--- src/rtl/mastermind_pkg.sv ---
// Shared types and widths for the Mastermind scoreboard slice.
package mastermind_pkg;

    localparam int PEG_W  = 3;
    localparam int CODE_W = 12;

    typedef enum logic [1:0] {
        ST_PLAYING,
        ST_WON,
        ST_LOST
    } state_t;

    typedef struct packed {
        logic [CODE_W-1:0] guess;
        logic [PEG_W-1:0]  red;
        logic [PEG_W-1:0]  white;
    } hist_entry_t;

endpackage

--- src/rtl/feedback_history.sv ---
// Eight-entry round history: one write port, one registered read port, synchronous clear.
module feedback_history
    import mastermind_pkg::*;
(
    input  logic        clk,
    input  logic        resetn,
    input  logic        clear,
    input  logic        wr_en,
    input  logic [2:0]  wr_addr,
    input  hist_entry_t wr_data,
    input  logic [2:0]  rd_addr,
    input  logic        rd_valid,
    output hist_entry_t rd_data
);

    hist_entry_t mem [8];

    // Read samples the array before this edge's write, so a same-index read sees old data.
    always_ff @(posedge clk) begin
        if (!resetn || clear) begin
            for (int i = 0; i < 8; i++) begin
                mem[i] <= '0;
            end
            rd_data <= '0;
        end else begin
            if (wr_en) begin
                mem[wr_addr] <= wr_data;
            end
            rd_data <= rd_valid ? mem[rd_addr] : '0;
        end
    end

endmodule

--- src/rtl/mastermind_scoreboard.sv ---
// Round bookkeeping after the peg comparator: win/loss FSM, round counter, feedback history.
module mastermind_scoreboard
    import mastermind_pkg::*;
#(
    parameter int MAX_GUESSES = 8,
    parameter int PEGS        = 4
) (
    input  logic                clk,
    input  logic                resetn,
    input  logic                result_valid,
    input  logic [PEG_W-1:0]    red,
    input  logic [PEG_W-1:0]    white,
    input  logic [CODE_W-1:0]   guess,
    input  logic                new_game,
    input  logic [2:0]          hist_sel,
    output logic                accept_guess,
    output logic                won,
    output logic                lost,
    output logic [3:0]          guess_count,
    output logic [PEG_W-1:0]    last_red,
    output logic [PEG_W-1:0]    last_white,
    output logic [PEG_W-1:0]    hist_red,
    output logic [PEG_W-1:0]    hist_white,
    output logic [CODE_W-1:0]   hist_guess,
    output logic                fb_error
);

    localparam logic [3:0]       MAX_CNT = 4'(MAX_GUESSES);
    localparam logic [3:0]       PEGS4   = 4'(PEGS);
    localparam logic [PEG_W-1:0] PEGS3   = PEG_W'(PEGS);

    state_t      state;
    state_t      next_state;
    logic        result_legal;
    logic        record;
    logic        reject;
    logic [3:0]  count_inc;
    logic        rd_valid;
    hist_entry_t wr_entry;
    hist_entry_t rd_entry;

    // Sum is taken at 4 bits so 3-bit overflow cannot disguise an illegal pair.
    assign result_legal = ({1'b0, red} <= PEGS4) && (({1'b0, red} + {1'b0, white}) <= PEGS4);
    assign count_inc    = guess_count + 4'd1;
    assign rd_valid     = ({1'b0, hist_sel} < guess_count);
    assign wr_entry     = '{guess: guess, red: red, white: white};

    always_ff @(posedge clk) begin
        if (!resetn) begin
            state <= ST_PLAYING;
        end else begin
            state <= next_state;
        end
    end

    // new_game outranks everything, including a result arriving in the same cycle.
    always_comb begin
        next_state = state;
        record     = 1'b0;
        reject     = 1'b0;
        if (new_game) begin
            next_state = ST_PLAYING;
        end else begin
            case (state)
                ST_PLAYING: begin
                    if (result_valid) begin
                        if (!result_legal) begin
                            reject = 1'b1;
                        end else begin
                            record = 1'b1;
                            if (red == PEGS3) begin
                                next_state = ST_WON;
                            end else if (count_inc == MAX_CNT) begin
                                next_state = ST_LOST;
                            end
                        end
                    end
                end
                ST_WON:  next_state = ST_WON;
                ST_LOST: next_state = ST_LOST;
                default: next_state = ST_PLAYING;
            endcase
        end
    end

    always_ff @(posedge clk) begin
        if (!resetn || new_game) begin
            guess_count <= '0;
            last_red    <= '0;
            last_white  <= '0;
            fb_error    <= 1'b0;
        end else begin
            if (record) begin
                guess_count <= count_inc;
                last_red    <= red;
                last_white  <= white;
            end
            if (reject) begin
                fb_error <= 1'b1;
            end
        end
    end

    // Status flags are flopped from the next state so they change with it.
    always_ff @(posedge clk) begin
        if (!resetn) begin
            accept_guess <= 1'b1;
            won          <= 1'b0;
            lost         <= 1'b0;
        end else begin
            accept_guess <= (next_state == ST_PLAYING);
            won          <= (next_state == ST_WON);
            lost         <= (next_state == ST_LOST);
        end
    end

    feedback_history u_history (
        .clk      (clk),
        .resetn   (resetn),
        .clear    (new_game),
        .wr_en    (record),
        .wr_addr  (guess_count[2:0]),
        .wr_data  (wr_entry),
        .rd_addr  (hist_sel),
        .rd_valid (rd_valid),
        .rd_data  (rd_entry)
    );

    assign hist_red   = rd_entry.red;
    assign hist_white = rd_entry.white;
    assign hist_guess = rd_entry.guess;

endmodule

--- config.mk ---
export PLATFORM = sky130hd
export DESIGN_NAME = mastermind_scoreboard
export DESIGN_NICKNAME = d
export VERILOG_FILES = /design/src/rtl/mastermind_pkg.sv /design/src/rtl/feedback_history.sv /design/src/rtl/mastermind_scoreboard.sv
export SDC_FILE = /design/constraint.sdc
export NUM_CORES = 1
export LEC_CHECK = 0
export ABC_AREA = 0
export CORE_MARGIN = 1
export CORE_UTILIZATION = 32
export DETAILED_ROUTE_END_ITERATION = 8
export RECOVER_POWER = 100
export SYNTH_ARGS = -nofsm -noshare
export SYNTH_HDL_FRONTEND = slang
export SYNTH_SLANG_ARGS = --single-unit
--- constraint.sdc ---
create_clock -name clk -period 2.9 [get_ports clk]
set_clock_uncertainty 0.05 [all_clocks]
set_input_delay 0.29 -clock clk [delete_from_list [all_inputs] [get_ports clk]]
set_output_delay 0.29 -clock clk [all_outputs]
set_load 0.03 [all_outputs]
==> results.sh <==
export IMPL_status="completed"
export IMPL_synth_most_common_cell="and2_1"
export IMPL_synthDominantCellAreaShare_pct=54.08
export IMPL_fin_cells=950
export IMPL_n_fill_cell=2266
export IMPL_dp_slack_ns=-0.1875
export IMPL_powerDensity_nw_per_um2=578.6
export IMPL_yosys_top_cells_area="edfxtp_1 (54%), and2_1 (11%), mux4_2 (10%)"
export IMPL_drt_first_pass_iters=5
export IMPL_clock_latency_ns=0.43
export IMPL_rr_startpoint="state[1]"
export IMPL_fin_crit_ns=2.660
export IMPL_grt_pass1_wl_um=28970
export IMPL_antennaDiodeCount=0
export IMPL_synth_edf_count=144
export IMPL_max_freq_mhz=375.9
export IMPL_crit_path_end_kind="register"
export IMPL_whs_ns=0.4351
export IMPL_hp_class="register to register"
export IMPL_io_pins=57
export IMPL_leakagePower_nw=3.704
export IMPL_fin_area_um2=9766
export IMPL_tns_ns=0
export IMPL_rr_endpoint="u_history.mem[2][16]"
export IMPL_worstPathArrival_ns=2.73
export IMPL_worstPathRequired_ns=2.97
export IMPL_numCtsBuffers=17
export IMPL_antenna_left=0
export IMPL_cts_max_level=4
export IMPL_fin_ws_ns=0.2400
export IMPL_synth_nets=563
export IMPL_avgViaCountPerCell=4.834
export IMPL_clk_pin_slew_worst_paths_ns=0.07
export IMPL_drc_errors=0
export IMPL_avgSynthCellArea_um2=15.06
export IMPL_hold_buffers=0
export IMPL_syn_cell_area_um2=7996
export IMPL_dieArea_um2=25630
export IMPL_worst_pin_slew_ns=0.8620
export IMPL_hp_start="last_white[0]"
export IMPL_initial_utilization_pct=32.78
export IMPL_path_class="input pin to register"
export IMPL_synth_area_leader_cell="edfxtp_1"
export IMPL_place_area_um2=9186
export IMPL_die_x_um=160.1
export IMPL_route_detailed_wl_per_inst_um=19.65
export IMPL_p_total_mw=5.650
export IMPL_synth_cell_type_count=46
export IMPL_die_y_um=160.1
export IMPL_drive_above_1_share_pct=19.33
export IMPL_synthFlopType="edfxtp_1"
export IMPL_fp_row_count=57
export IMPL_synth_cells=531
export IMPL_rr_worst_depth=5
export IMPL_yosys_top_cells_count="and2_1 (145), edfxtp_1 (144), mux4_2 (36)"
export IMPL_maxSlewViolCount=0
export IMPL_crit_fanout=18
export IMPL_grt_usage_pct=15.35
export IMPL_max_slew_margin_pct=42.53
export IMPL_cts_resized=0
export IMPL_dp_hpwl_um=12480
export IMPL_routabilityCongestion=0.8112
export IMPL_synthToLayoutAreaGrowth_pct=22.12
export IMPL_cts_buffer_depth=2
export IMPL_routed_via_count=4592
export IMPL_cts_tree="yes"
export IMPL_drt_total_wl_um=18670
export IMPL_r2r_slack_ns=0.68
export IMPL_drt_iter0_drc=335
export IMPL_dpl_cell_count=918
export IMPL_start_kind="input pin"
export IMPL_hold_depth=2
export IMPL_grt_pass1_vias=4761
export IMPL_drv_cap=0
export IMPL_grt_max_degree=37
export IMPL_post_route_period_util_pct=91.72
export IMPL_cts_setup_buffers=0
export IMPL_grt_overflow=0
export IMPL_rsz0062_at_grt="no"
export IMPL_yosysSeqAreaShare_pct=62.59
export IMPL_ir_drop_v=0.0003588
export IMPL_io_buffers=56
export IMPL_ys_seq_elements=178
export IMPL_ys_async_sr_fraction_pct=0
export IMPL_finalSetupViolCount=0
export IMPL_yosysWarnings=0
export IMPL_antenna_found_initial=0
export IMPL_hold_violations=0
export IMPL_utilization_pct=40.04
export IMPL_coreArea_um2=24390
export IMPL_nets=645
export IMPL_min_to="last_white[0]"
export IMPL_cts_sinks=178
export IMPL_cts_root_buf="clkbuf_16"
## worst max-delay path: stages
cell             delay (ns)
clkdlybuf4s50_1        0.56
ha_1                   0.20
inv_1                  0.05
fa_1                   0.49
nor2b_1                0.25
nor2_4                 0.16
nor4_4                 0.31
nand2b_2               0.17
buf_6                  0.21
## registers in the layout, indices dropped and copies added (netlist names)
name	cells
u_history.mem	144
lost	1
fb_error	1
last_white	3
last_red	3
u_history.rd_data	18
accept_guess	1
guess_count	4
won	1
state	2
## power breakdown
part	internal [mW]	switching [mW]	leakage [nW]
combinational	0.191	0.272	1.52
sequential	2.84	0.0254	1.88
clock	1.32	1.00	0.304
## cell families (layout without fill, tap and decap cells)
logic type	count (synthesis)	in the layout	synth area share, %
XOR/XNOR	2	2	0.2191
adder cells (fa/ha/maj)	7	7	1.189
multiplexers	55	55	12.52
AND/OR/NAND/NOR	199	199	16.85
flip-flops	178	178	62.59
AO/OA/AOI/OAI	54	54	4.162
buffers and inverters	36	131	2.472
## worst max path at each step
stage	cells past startpoint	slack [ns]	to	start
after detailed placement	9	-0.19	u_history.mem[6][12]	white[0]
final	9	0.24	u_history.mem[2][16]	white[0]
after global placement	9	-0.14	u_history.mem[2][14]	white[0]
after floorplan	7	0.01	u_history.mem[1][0]	red[1]
after CTS	9	0.25	u_history.mem[5][10]	white[0]
after global routing	9	0.08	u_history.mem[2][13]	white[0]
## routing by layer
layer	part of all wire [%]	up-vias	global-route usage (%)
met2	48	133	25.12
met4	0.65	0	3.680
met1	47	2314	20.88
li1	-	2134	-
met5	0	-	0
met3	5.0	11	3.091
## cell usage in the layout (no fill, tap or decap), types with 6 or more instances in the layout
cell             instances
clkdlybuf4s50_1         22
nand3_1                 10
nand2b_1                 6
nor4_4                   8
mux4_2                  36
nand2_1                  8
buf_4                   24
clkbuf_16               21
mux2i_1                 19
a21oi_1                 30
nand2b_2                 6
o21ai_0                 10
buf_12                   8
dlygate4sd3_1           32
and2_1                 109
edfxtp_1               144
ha_1                     6
and2_0                  36
dfxtp_1                 34
## layout make-up
cell class	count	area (µm²)	area share, %
Clock buffer	22	529.3	5.420
Clock inverter	10	77.57	0.7944
Inverter	5	18.77	0.1922
Multi-Input combinational cell	317	2805	28.73
Sequential cell	178	5005	51.25
Tap cell	324	405.4	4.151
Timing Repair Buffer	94	924.6	9.468
No activity file was read; power rests on OpenSTA's default activity.
